$ cat src/rtl/pixel_top.sv
// Frame sequencer for a 2x2 pixel block: erase, expose, convert, then four
// back-to-back row reads, looping forever. Strobes decode from registered state.
//
// state   | meaning
// IDLE    | one all-zero cycle between frames (and after reset)
// ERASE   | pixel reset strobe
// EXPOSE  | integration window
// CONVERT | ADC ramp/counter running
// READ1-4 | per-pixel readout enable
module pixel_top #(
    parameter int ERASE_CYCLES   = 5,
    parameter int EXPOSE_CYCLES  = 255,
    parameter int CONVERT_CYCLES = 255,
    parameter int READ_CYCLES    = 5,
    parameter int COUNT_W        = 8
) (
    input  logic clk,
    input  logic reset,
    output logic erase,
    output logic expose,
    output logic read1,
    output logic read2,
    output logic read3,
    output logic read4,
    output logic convert
);

    typedef enum logic [2:0] {
        IDLE, ERASE, EXPOSE, CONVERT, READ1, READ2, READ3, READ4
    } state_t;

    // Terminal counts are duration-1, so a duration of 2^COUNT_W fits without wrap.
    localparam logic [COUNT_W-1:0] ERASE_TC   = COUNT_W'(ERASE_CYCLES - 1);
    localparam logic [COUNT_W-1:0] EXPOSE_TC  = COUNT_W'(EXPOSE_CYCLES - 1);
    localparam logic [COUNT_W-1:0] CONVERT_TC = COUNT_W'(CONVERT_CYCLES - 1);
    localparam logic [COUNT_W-1:0] READ_TC    = COUNT_W'(READ_CYCLES - 1);

    state_t             state_q, state_d;
    logic [COUNT_W-1:0] cnt_q, cnt_d;
    logic [COUNT_W-1:0] tc;
    logic               done;

    always_ff @(posedge clk) begin
        if (reset) begin
            state_q <= IDLE;
            cnt_q   <= '0;
        end else begin
            state_q <= state_d;
            cnt_q   <= cnt_d;
        end
    end

    always_comb begin
        tc = READ_TC;
        case (state_q)
            ERASE:   tc = ERASE_TC;
            EXPOSE:  tc = EXPOSE_TC;
            CONVERT: tc = CONVERT_TC;
            default: tc = READ_TC;
        endcase
    end

    assign done = (cnt_q == tc);

    always_comb begin
        state_d = state_q;
        cnt_d   = cnt_q + COUNT_W'(1);
        case (state_q)
            IDLE:    state_d = ERASE;
            ERASE:   if (done) state_d = EXPOSE;
            EXPOSE:  if (done) state_d = CONVERT;
            CONVERT: if (done) state_d = READ1;
            READ1:   if (done) state_d = READ2;
            READ2:   if (done) state_d = READ3;
            READ3:   if (done) state_d = READ4;
            READ4:   if (done) state_d = IDLE;
            default: state_d = IDLE;
        endcase
        if (state_d != state_q) begin
            cnt_d = '0;
        end
    end

    always_comb begin
        erase   = 1'b0;
        expose  = 1'b0;
        convert = 1'b0;
        read1   = 1'b0;
        read2   = 1'b0;
        read3   = 1'b0;
        read4   = 1'b0;
        case (state_q)
            ERASE:   erase   = 1'b1;
            EXPOSE:  expose  = 1'b1;
            CONVERT: convert = 1'b1;
            READ1:   read1   = 1'b1;
            READ2:   read2   = 1'b1;
            READ3:   read3   = 1'b1;
            READ4:   read4   = 1'b1;
            default: ;
        endcase
    end

endmodule

$ cat config.mk
export PLATFORM = sky130hd
export DESIGN_NAME = pixel_top
export DESIGN_NICKNAME = d
export VERILOG_FILES = /design/src/rtl/pixel_top.sv
export SDC_FILE = /design/constraint.sdc
export NUM_CORES = 1
export LEC_CHECK = 0
export CAP_MARGIN = 20
export CORE_AREA = 2 2 39 41
export CTS_CLUSTER_SIZE = 40
export DETAILED_ROUTE_END_ITERATION = 8
export DIE_AREA = 0 0 41 43
export PLACE_DENSITY = 0.72
export SLEW_MARGIN = 20
export SYNTH_ARGS = -nofsm -noshare
export SYNTH_HDL_FRONTEND = slang
export SYNTH_SLANG_ARGS = --single-unit
$ cat constraint.sdc
create_clock -name clk -period 2.2 [get_ports clk]
set_input_delay 0.33 -clock clk [delete_from_list [all_inputs] [get_ports clk]]
set_output_delay 0.33 -clock clk [all_outputs]
set_load 0.005 [all_outputs]
; ---- Word level (Yosys, flattened, before mapping)
; Index checks and enable logic that the tools add are counted.
[totals]
regBits = 11
in_bits = 2
word_cells = 31
[op_classes]
addsub = 1
n_eq_ne = 9
muxes = 16
n_reduce_logical = 3
[op_table]
columns = operator, n
row1 = $pmux W3 S8, 1
row2 = $mux W3, 7
row3 = $eq A3 B3 Y1 const B, 4
row4 = $add A8 B1 Y8 const B, 1
row5 = $eq A8 B8 Y1, 1
row6 = $mux W8, 1
row7 = $mux W1, 7
row8 = $eq A3 B2 Y1 const B, 2
row9 = $reduce_or A2 Y1, 2
row10 = $eq A3 B1 Y1 const B, 1
row11 = $logic_not A3 Y1, 1
row12 = $ne A3 B3 Y1, 1

; ---- Logic depth before layout (Yosys ltp)
[logic_depth]
word_depth = 8
ltp_mapped = 5

; ---- Worst setup path before layout
; No wires, ideal clock.
[synth_path]
path_kind = register to register
startpoint = register state_q[2]
endpoint = register state_q[1]
setup_ns = 0.123
arrival_time_ns = 1.493
t_required_ns = 2.077
path_slack_ns = 0.584
stages_incl_launch_ff = 6
cell_sequence = dfxtp_1 -> buf_6 -> nand2b_4 -> or3_4 -> a211oi_2 -> mux2_1
[synth_via]
elab_chain_len = 6
[synth_lines]
columns = element, line_no
row1 = from (decl), 38  ; state_t state_q, state_d;
row2 = from (signal assigned), 48  ; state_q <= state_d;
row3 = $eq A3 B2 Y1, "55, 68"
row4 = $reduce_or A2 Y1 (no line), n/a
row5 = $mux W8, 55  ; case (state_q)
row6 = $eq A8 B8 Y1, 63  ; assign done = (cnt_q == tc);
row7 = $mux W3 (tied with other cells), 76  ; READ4: if (done) state_d = IDLE;
row8 = $pmux W3 S8 *, 68  ; case (state_q)
; Every way passes the cells marked *; elsewhere a longest branch is shown, timed or not.
; A chain may end at the register's enable or synchronous reset.

; ---- Final worst setup path
[layout_path]
startpoint = register state_q[1]
endpoint = output convert
[layout_via]
elab_chain_len = 2
[layout_lines]
columns = element, line_no
row1 = $eq A3 B2 Y1, 92  ; case (state_q)
row2 = $mux W1, 92
row3 = to (decl), 25  ; output logic convert
; Every way passes these cells.

==> reports/results.txt <==
outcome: complete, no violations
internal cell power: 0.000280 W
TNS Setup: 0 ns
Final Skew: 0.000433 ns
number of diodes: 0
setup repair after global routing missed its margin: false
Gate power share: 0.045
Vias: 463
clk slew on worst S/H paths: 0.07 ns
minimum clock period: 1.87 ns
first-pass GRT wire length: 1.57 mm
register area share after synthesis: 0.378
via density per instance: 5.03
flops & latches, synth: 11
die area: 1760 µm²
die extent in x: 41 µm
post-route ant nets: 0
final net count: 80
Synth area leaders: dfxtp_1 (38%), nor3_1 (6.9%), nor2_1 (6.5%)
Seq pwr share: 0.573
R2R Path Start: state_q[1]$_SDFF_PP0_
IO buf count: 8
# rows: 14
crit path DAT: 1.54 ns
Cells after Synth: 66
Slew HR: 0.749
Pwr Total: 0.000359 W
Critical Path RT: 1.87 ns
worst hold path depth: 1
Placer Congestion: 0.726
register-to-register setup slack: 0.51 ns
Storage cell area: 220 µm²
syn_nets: 69
FF-to-FF End: state_q[1]$_SDFF_PP0_
area growth from synthesis to layout: 18.9%
MaxCap Viol Count: 0
slowest stage cell, crit path: dfxtp_1
static leakage: 0.250 nW
hold_buf cts: 0
DRC viols: 0
final worst path period share: 0.848
floorplan core area: 1380 µm²
Yosys top cell by area: dfxtp_1
post-DR wirelength/cell: 10.7 µm
Clk pwr share: 0.382
Sw Ratio: 0.220
grt total ovfl: 0
pwr dens: 519 nW/µm²
worst skew pair latency: 0.27 ns
effective utilization at floorplan: 0.420
Post-CTS Resized: 0
Root Driver: clkbuf_4
Max Freq: 0.536 GHz
initial antenna violation count: 0
CP Launch Type: flop
DP Wirelength: 750 µm
drt initial violations: 4
chip height: 43 µm
Worst Hold Path EP: cnt_q[0]$_SDFF_PP0_
worst reg2reg path depth: 4
syn_area_per_cell: 8.82 µm²
critical path class: reg -> out
IO Pins: 9
largest net degree at the start of global routing: 11
Num CTS Buffers: 3
Largest stage delay, worst path: 0.51 ns
layout cells sized above 1: 0.105
Fin. Hold Viols: 0
Worst-Margin Slew: 0.376 ns
CTS tree: built
Slew Limit Fails: 0
min-delay src: cnt_q[0]$_SDFF_PP0_
Netlist Area Pre-Place: 582 µm²
Setup Fix Bufs, Post-CTS: 0
Net Switching: 0.0000791 W
DRT Wirelength: 985 µm
Filler cells: 140
HP Class: reg -> reg
Overall Global Routing Usage: 0.133
vias in the first global route: 390
Detailed Routing Iterations Pass 1: 2
endpoints failing setup: 0
CP Cell Sequence: nand2_1 > nor2_1 > clkdlybuf4s50_1
Synth top area share: 0.378
H-tree Lvls: 1
Synth Warn #: 0
worst vdd ir: 0.000353 V
CTS max path bufs: 2
footprint of the multi-input gates: 342 µm²
Setup crit end kind: primary output
Netlist cell types: 24
crit-path max FO: 10
CTS Sinks: 11
==> area by class of cell <==
type / instances / share of cell area
Inverter: 1 / 0.00542
Sequential cell: 11 / 0.318
Multi-Input combinational cell: 52 / 0.494
Tap cell: 16 / 0.0289
Clock buffer: 4 / 0.0380
Timing Repair Buffer: 8 / 0.116
==> through the flow <==
step,setup WS [ns],cell area [µm²],hold slack (ns),utilization,std cells
2_1_floorplan,0.584,582,0.403,-,66
3_3_place_gp,0.534,666,0.473,0.481,88
3_5_place_dp,0.513,666,0.484,0.481,88
4_1_cts,0.318,692,0.494,0.500,92
5_1_grt,0.218,692,0.522,0.500,92
6_report,0.333,692,0.486,0.500,92
==> power by group through the flow <==
stage | registers (W) | clock network, W | logic [W]
after global placement | 0.000210 | 0 | 0.0000164
after detailed placement | 0.000210 | 0 | 0.0000165
after CTS | 0.000206 | 0.000140 | 0.0000166
after global routing | 0.000206 | 0.000151 | 0.0000189
final | 0.000206 | 0.000137 | 0.0000162
after floorplan | 0.000209 | 0 | 0.00000964
==> cells in the final DEF, fill, tap and decap left out, drive strengths merged, types with 2 or more instances in the layout <==
cell type and count:
nor3 8, a211oi 3, xnor2 4, nor3b 2, nor2 10, dfxtp 11
a21o 2, nand3 3, xor2 2, mux2 2, nor2b 2, nand2b 2
clkbuf 4, nand2 4, and3 3, clkdlybuf4s50 8
==> sequential cells by signal, indices dropped and copies added (netlist names) <==
signal / flops
cnt_q: 8
state_q: 3
==> per-layer routing <==
| metal | track usage | routed length [µm] | up-vias |
|---|---|---|---|
| li1 | - | - | 249 |
| met4 | 0.100 | 31 | 0 |
| met3 | 0.0314 | 44 | 4 |
| met2 | 0.203 | 451 | 11 |
| met5 | 0 | 0 | - |
| met1 | 0.150 | 457 | 199 |
==> synthesized netlist by cell type <==
cell	instances
a211oi_1	1
a211oi_2	2
a21o_1	2
a21oi_2	1
and3_1	3
buf_2	1
buf_6	1
dfxtp_1	11
ha_1	1
inv_1	1
mux2_1	2
nand2_1	4
nand2b_1	1
nand2b_4	1
nand3_1	3
nand4_1	1
nor2_1	10
nor2b_1	2
nor3_1	8
nor3b_1	2
nor4_1	1
or3_4	1
xnor2_1	4
xor2_1	2
==> cell families (layout without fill, tap and decap cells) <==
logic type / count (synthesis) / in the layout / synth area share
AOI/OAI and AO/OA: 6 / 6 / 0.0968
xor gates and xnor gates: 6 / 6 / 0.0903
and+or+nand+nor: 37 / 37 / 0.340
buffers and inverters: 3 / 13 / 0.0344
adders and majority gates: 1 / 1 / 0.0215
muxes: 2 / 2 / 0.0387
DFF: 11 / 11 / 0.378
==> critical path: cells and delay by family, from the launching register on <==
| family | cells | cell delay [ns] |
|---|---|---|
| DFF | 1 | 0.51 |
| and+or+nand+nor | 2 | 0.26 |
| buffers and inverters | 1 | 0.50 |
==> worst max path at each step <==
stage / from / end / slack (ns)
3_5_place_dp: cnt_q[3]$_SDFF_PP0_ / state_q[1]$_SDFF_PP0_ / 0.51
6_report: state_q[1]$_SDFF_PP0_ / convert / 0.33
4_1_cts: state_q[1]$_SDFF_PP0_ / convert / 0.32
2_1_floorplan: state_q[2]$_SDFF_PP0_ / state_q[1]$_SDFF_PP0_ / 0.58
5_1_grt: state_q[0]$_SDFF_PP0_ / erase / 0.22
3_3_place_gp: state_q[1]$_SDFF_PP0_ / state_q[1]$_SDFF_PP0_ / 0.53
Power figures use the tool's default switching activity.
